### src/rtl/tribus_receiver.sv
// Receive-side controller for a shared tristate bus built from enable buffers.
// Grants one driver at a time in round-robin order, holds its enable for a
// settle period, samples the bus, then idles all enables for a turnaround gap.
//
// Ports:
//   CLK        clock, rising edge
//   RSTB       asynchronous active-low reset
//   REQ[N]     per-driver request (level, sampled only while idle)
//   ENB[N]     one-hot driver enable
//   BUS[W]     resolved tristate bus
//   DOUT[W]    captured word
//   DSRC[SW]   index of the driver that produced DOUT
//   DVALID     DOUT/DSRC valid
//   DREADY     consumer accepts DOUT
//   FLOAT_ERR  one-cycle pulse when the captured word had floating bits
module tribus_receiver #(
    parameter int unsigned N      = 4,
    parameter int unsigned W      = 8,
    parameter int unsigned SETTLE = 1,
    parameter int unsigned TURN   = 1,
    localparam int unsigned SW    = (N > 1) ? $clog2(N) : 1
) (
    input  logic          CLK,
    input  logic          RSTB,
    input  logic [N-1:0]  REQ,
    output logic [N-1:0]  ENB,
    input  logic [W-1:0]  BUS,
    output logic [W-1:0]  DOUT,
    output logic [SW-1:0] DSRC,
    output logic          DVALID,
    input  logic          DREADY,
    output logic          FLOAT_ERR
);

    localparam int unsigned CMAX = (SETTLE > TURN) ? SETTLE : TURN;
    localparam int unsigned CW   = $clog2(CMAX + 1);

    typedef enum logic [1:0] {
        S_IDLE,
        S_GRANT,
        S_TURN
    } state_t;

    state_t         state, state_n;
    logic [SW-1:0]  ptr, ptr_n;
    logic [CW-1:0]  cnt, cnt_n;
    logic [N-1:0]   enb_n;
    logic [W-1:0]   dout_n;
    logic [SW-1:0]  dsrc_n;
    logic           dvalid_n;
    logic           ferr_n;

    logic           pick_found;
    logic [SW-1:0]  pick_idx;
    logic [W-1:0]   keep_word;
    logic           keep_float;
    logic           buf_free;

    // Output buffer can take a new word if empty or being drained this cycle.
    assign buf_free = !DVALID || DREADY;

    // Round-robin search: first requester strictly after the last grant.
    always_comb begin
        logic [SW-1:0] cand;
        pick_found = 1'b0;
        pick_idx   = '0;
        cand       = '0;
        for (int unsigned k = 1; k <= N; k++) begin
            cand = SW'((32'(ptr) + k) % N);
            if (!pick_found && REQ[cand]) begin
                pick_found = 1'b1;
                pick_idx   = cand;
            end
        end
    end

    // Bus-keeper merge: non-0/1 bits keep the previous DOUT value.
    always_comb begin
        keep_word  = DOUT;
        keep_float = 1'b0;
        for (int b = 0; b < int'(W); b++) begin
            if ((BUS[b] !== 1'b0) && (BUS[b] !== 1'b1)) begin
                keep_float = 1'b1;
            end else begin
                keep_word[b] = BUS[b];
            end
        end
    end

    // Next-state and output logic.
    always_comb begin
        state_n  = state;
        ptr_n    = ptr;
        cnt_n    = cnt;
        enb_n    = ENB;
        dout_n   = DOUT;
        dsrc_n   = DSRC;
        dvalid_n = DVALID && !DREADY;
        ferr_n   = 1'b0;

        case (state)
            S_IDLE: begin
                if (pick_found && buf_free) begin
                    enb_n   = N'(1) << pick_idx;
                    ptr_n   = pick_idx;
                    cnt_n   = CW'(SETTLE);
                    state_n = S_GRANT;
                end
            end
            S_GRANT: begin
                if (cnt == CW'(1)) begin
                    dout_n   = keep_word;
                    dsrc_n   = ptr;
                    dvalid_n = 1'b1;
                    ferr_n   = keep_float;
                    enb_n    = '0;
                    if (TURN == 0) begin
                        state_n = S_IDLE;
                    end else begin
                        cnt_n   = CW'(TURN);
                        state_n = S_TURN;
                    end
                end else begin
                    cnt_n = cnt - CW'(1);
                end
            end
            S_TURN: begin
                if (cnt == CW'(1)) begin
                    state_n = S_IDLE;
                end else begin
                    cnt_n = cnt - CW'(1);
                end
            end
            default: begin
                enb_n   = '0;
                state_n = S_IDLE;
            end
        endcase
    end

    // State and output registers; reset drops ENB without a clock.
    always_ff @(posedge CLK or negedge RSTB) begin
        if (!RSTB) begin
            state     <= S_IDLE;
            ptr       <= SW'(N - 1);
            cnt       <= '0;
            ENB       <= '0;
            DOUT      <= '0;
            DSRC      <= '0;
            DVALID    <= 1'b0;
            FLOAT_ERR <= 1'b0;
        end else begin
            state     <= state_n;
            ptr       <= ptr_n;
            cnt       <= cnt_n;
            ENB       <= enb_n;
            DOUT      <= dout_n;
            DSRC      <= dsrc_n;
            DVALID    <= dvalid_n;
            FLOAT_ERR <= ferr_n;
        end
    end

endmodule

### config.mk
export PLATFORM = sky130hd
export DESIGN_NAME = tribus_receiver
export DESIGN_NICKNAME = d
export VERILOG_FILES = /design/src/rtl/tribus_receiver.sv
export SDC_FILE = /design/constraint.sdc
export NUM_CORES = 1
export LEC_CHECK = 0
export CORE_MARGIN = 3
export CORE_UTILIZATION = 41
export DETAILED_ROUTE_END_ITERATION = 16
export PLACE_DENSITY_LB_ADDON = 0.1
export SETUP_SLACK_MARGIN = 0.15
export SLEW_MARGIN = 20
export SYNTH_ARGS = -nofsm -noshare
export SYNTH_HDL_FRONTEND = slang
export SYNTH_SLANG_ARGS = --single-unit
### constraint.sdc
create_clock -name CLK -period 1.5 [get_ports CLK]
set_input_delay 0.15 -clock CLK [delete_from_list [all_inputs] [get_ports CLK]]
set_output_delay 0.15 -clock CLK [all_outputs]
set_load 0.03 [all_outputs]
==> impl_results.md <==
- Worst-path fanout max: 5
- Worst setup path start: ptr[1]
- Status: finished with violations
- Minimum clock period: 1575 ps
- Synth top cells by count: 18 x dfrtp_1, 11 x mux2_2, 8 x nand2_1, 5 x nand3_1
- Crit path to: ENB[1]
- Clock Path Buffers: 2
- Worst path required time: 1730 ps
- N_diodes: 0
- Failing checks: setup timing
- Pre-antenna DRT Iters: 4
- Asr flop ratio synth: 1.000
- Max_cap viols: 0
- Max incr delay on CP: 600 ps
- Final worst-path cycle share: 1.050
- CTS tree: done
- Worst setup SP type: flop
- IO buf count: 29
- Worst reg2reg path depth: 4
- Synth Register Bits: 20
- Vias per inst: 4.953
- PnR worst setup slack: -74.61 ps
- Pre-CTS WS: -240.7 ps
- RR Startpoint: ptr[1]
- Die ar.: 3091 um2
- Detail Route Antenna Nets: 0
- Crit Path Category: flop to flop
- Clk_lat worst skew: 300 ps
- Initial Util: 0.4431
- Internal reg-to-reg setup slack: -70 ps
- Final Hold Fails: 0
- H-tree depth: 1
- Crit-path cells: a21o_2, a31oi_4, or4_4, o211ai_1
- Total number of vias: 837
- Total GRT Usage: 0.1575
- # IOs: 31
- Synth Flop Type: dfrtp_1
- Synthesis warning total: 0
- Clk pin slew, worst setup/hold paths: 120 ps
- Post-synth EDFFs: 0
- Hold Crit Class: input port to async pin
- Final WL: 2545 um
- Placeable Area: 2276 um2
- FP Rows: 17
- Final setup skew: 3.233 ps
- Layout cell share with drive strength beyond 1: 0.4539
- Top cell type's share of synthesized area: 0.4467
- Grt total ovfl: 0
- TNS Setup: -195.1 ps
- Drc violations: 0
- Pleak: 0.8104 nW
- F_max: 635.1 MHz
- RSZ-0062 raised after global routing: true
- Synthesized netlist cell count: 88
- CTS sink count: 20
- Mapped Nets: 107
- Post-synth cell types: 32
- Sequential area share after synthesis: 0.4988
- Final nets: 161
- DR iter-0 viols: 10
- Routability cong.: 0.7973
- Largest net degree at the start of global routing: 21
- Critical Path AT: 1800 ps
- Synth-to-Final Area Change: 68.24%
- CP Capture Type: flop
- Routed len/inst: 15.06 um
- Worst VDD drop: 0.001420 V
- Die width: 55.60 um
- Slew Viols, Final: 0
- Most common cell in the synthesized netlist: dfrtp_1
- First-pass GRT wire length: 3884 um
- Die height: 55.60 um
- Setup violators final: 3
- Slowest CP cell: dfstp_2
- Clock Tree Root: clkbuf_4
- Final core occ: 0.7455
- Leading area contributor after synthesis: dfrtp_1
- Final HPWL DP: 1655 um
- PD cells: 2256 nW/um2
- Syn Std Cell Area: 1008 um2
- Post-Syn Area per Cell: 11.46 um2
- Antenna violations before repair: 0
- Number of global-route vias before repair: 828
- CTS buffer count: 3
- R2r endpoint: ENB[1]
- Top post-synthesis cells by area: dfrtp_1 45%, mux2_2 12%, dfstp_2 5.2%
==> repair_timing <==
action                                  CTS  global route
endpoints found under the hold margin     0             0
gates resized for setup                  33            16
hold buffers                              0             0
cloned                                    0             1
endpoints found under the setup margin   33            18
setup buffers                             2             4
pin swaps                                 5             3
==> per-stage QoR <==
stage	hold WS, ps	power, mW	cells	cell area [um2]
after floorplan	-145.6	2.161	88	1032
after global placement	486.2	2.911	158	1454
after detailed placement	491.7	2.951	158	1454
after CTS	182.1	3.477	164	1579
after global routing	166.9	4.058	169	1697
final	170.1	3.827	169	1697
==> registers in the layout, summed over array words and instances, names as in the netlist <==
register / count
state: 2
DVALID: 1
cnt: 1
DOUT: 8
DSRC: 2
ptr: 2
ENB: 4
==> report_power, final <==
part           internal (mW)  total, mW  switching (mW)
logic                   1.24       2.40            1.15
clock network          0.270      0.450           0.180
registers              0.815      0.980           0.165
==> layout make-up <==
type,instances,area (um2)
flip-flops and latches,20,504.2
inverters,4,15.01
well taps,28,35.03
multi-input cells,60,593.1
clock buffers,3,22.52
fillers,155,579.3
repair buffers,53,496.7
clock inverters,1,30.03
==> critical path: cells and delay by family (launching register included) <==
family           cells  cell delay, ps
flip-flops           1             600
AO/OA/AOI/OAI        3             410
AND/OR/NAND/NOR      1             490
==> routing by layer <==
layer,track usage,vias up,part of all wire
met5,0,-,0
met3,0.04176,2,0.039
li1,-,411,-
met1,0.1994,407,0.43
met4,0.03125,0,0.0063
met2,0.2703,17,0.53
==> worst min path at each step <==
stage	startpoint	endpoint	cells past startpoint
6_report	RSTB	state[0]	2
5_1_grt	RSTB	cnt	2
4_1_cts	RSTB	DOUT[5]	2
3_5_place_dp	DOUT[2]	DOUT[2]	1
3_3_place_gp	DOUT[2]	DOUT[2]	1
2_1_floorplan	RSTB	DOUT[0]	0
==> layout by cell type (no fill, tap or decap), types with 2 or more instances in the layout <==
cell	instances
buf_4	18
dfrtp_1	17
dlygate4sd2_1	15
clkdlybuf4s50_1	14
mux2_4	11
nand2_1	7
nand3_1	4
o211ai_1	4
buf_6	4
inv_2	3
clkbuf_4	3
nand2_4	2
or4_4	2
nor2_4	2
nand2b_1	2
o22a_1	2
ha_4	2
dfstp_2	2
==> cell families (layout without fill, tap and decap cells) <==
kind of cell / Yosys count / count (layout) / synth area share
and+or+nand+nor: 26 / 26 / 0.1402
DFF: 20 / 20 / 0.4988
AOI/OAI and AO/OA: 16 / 16 / 0.1154
muxes: 13 / 13 / 0.1476
buffers and inverters: 8 / 61 / 0.04465
adders and majority gates: 4 / 4 / 0.04963
other: 1 / 1 / 0.003719
Note: power is estimated with default switching activity, not from simulation.
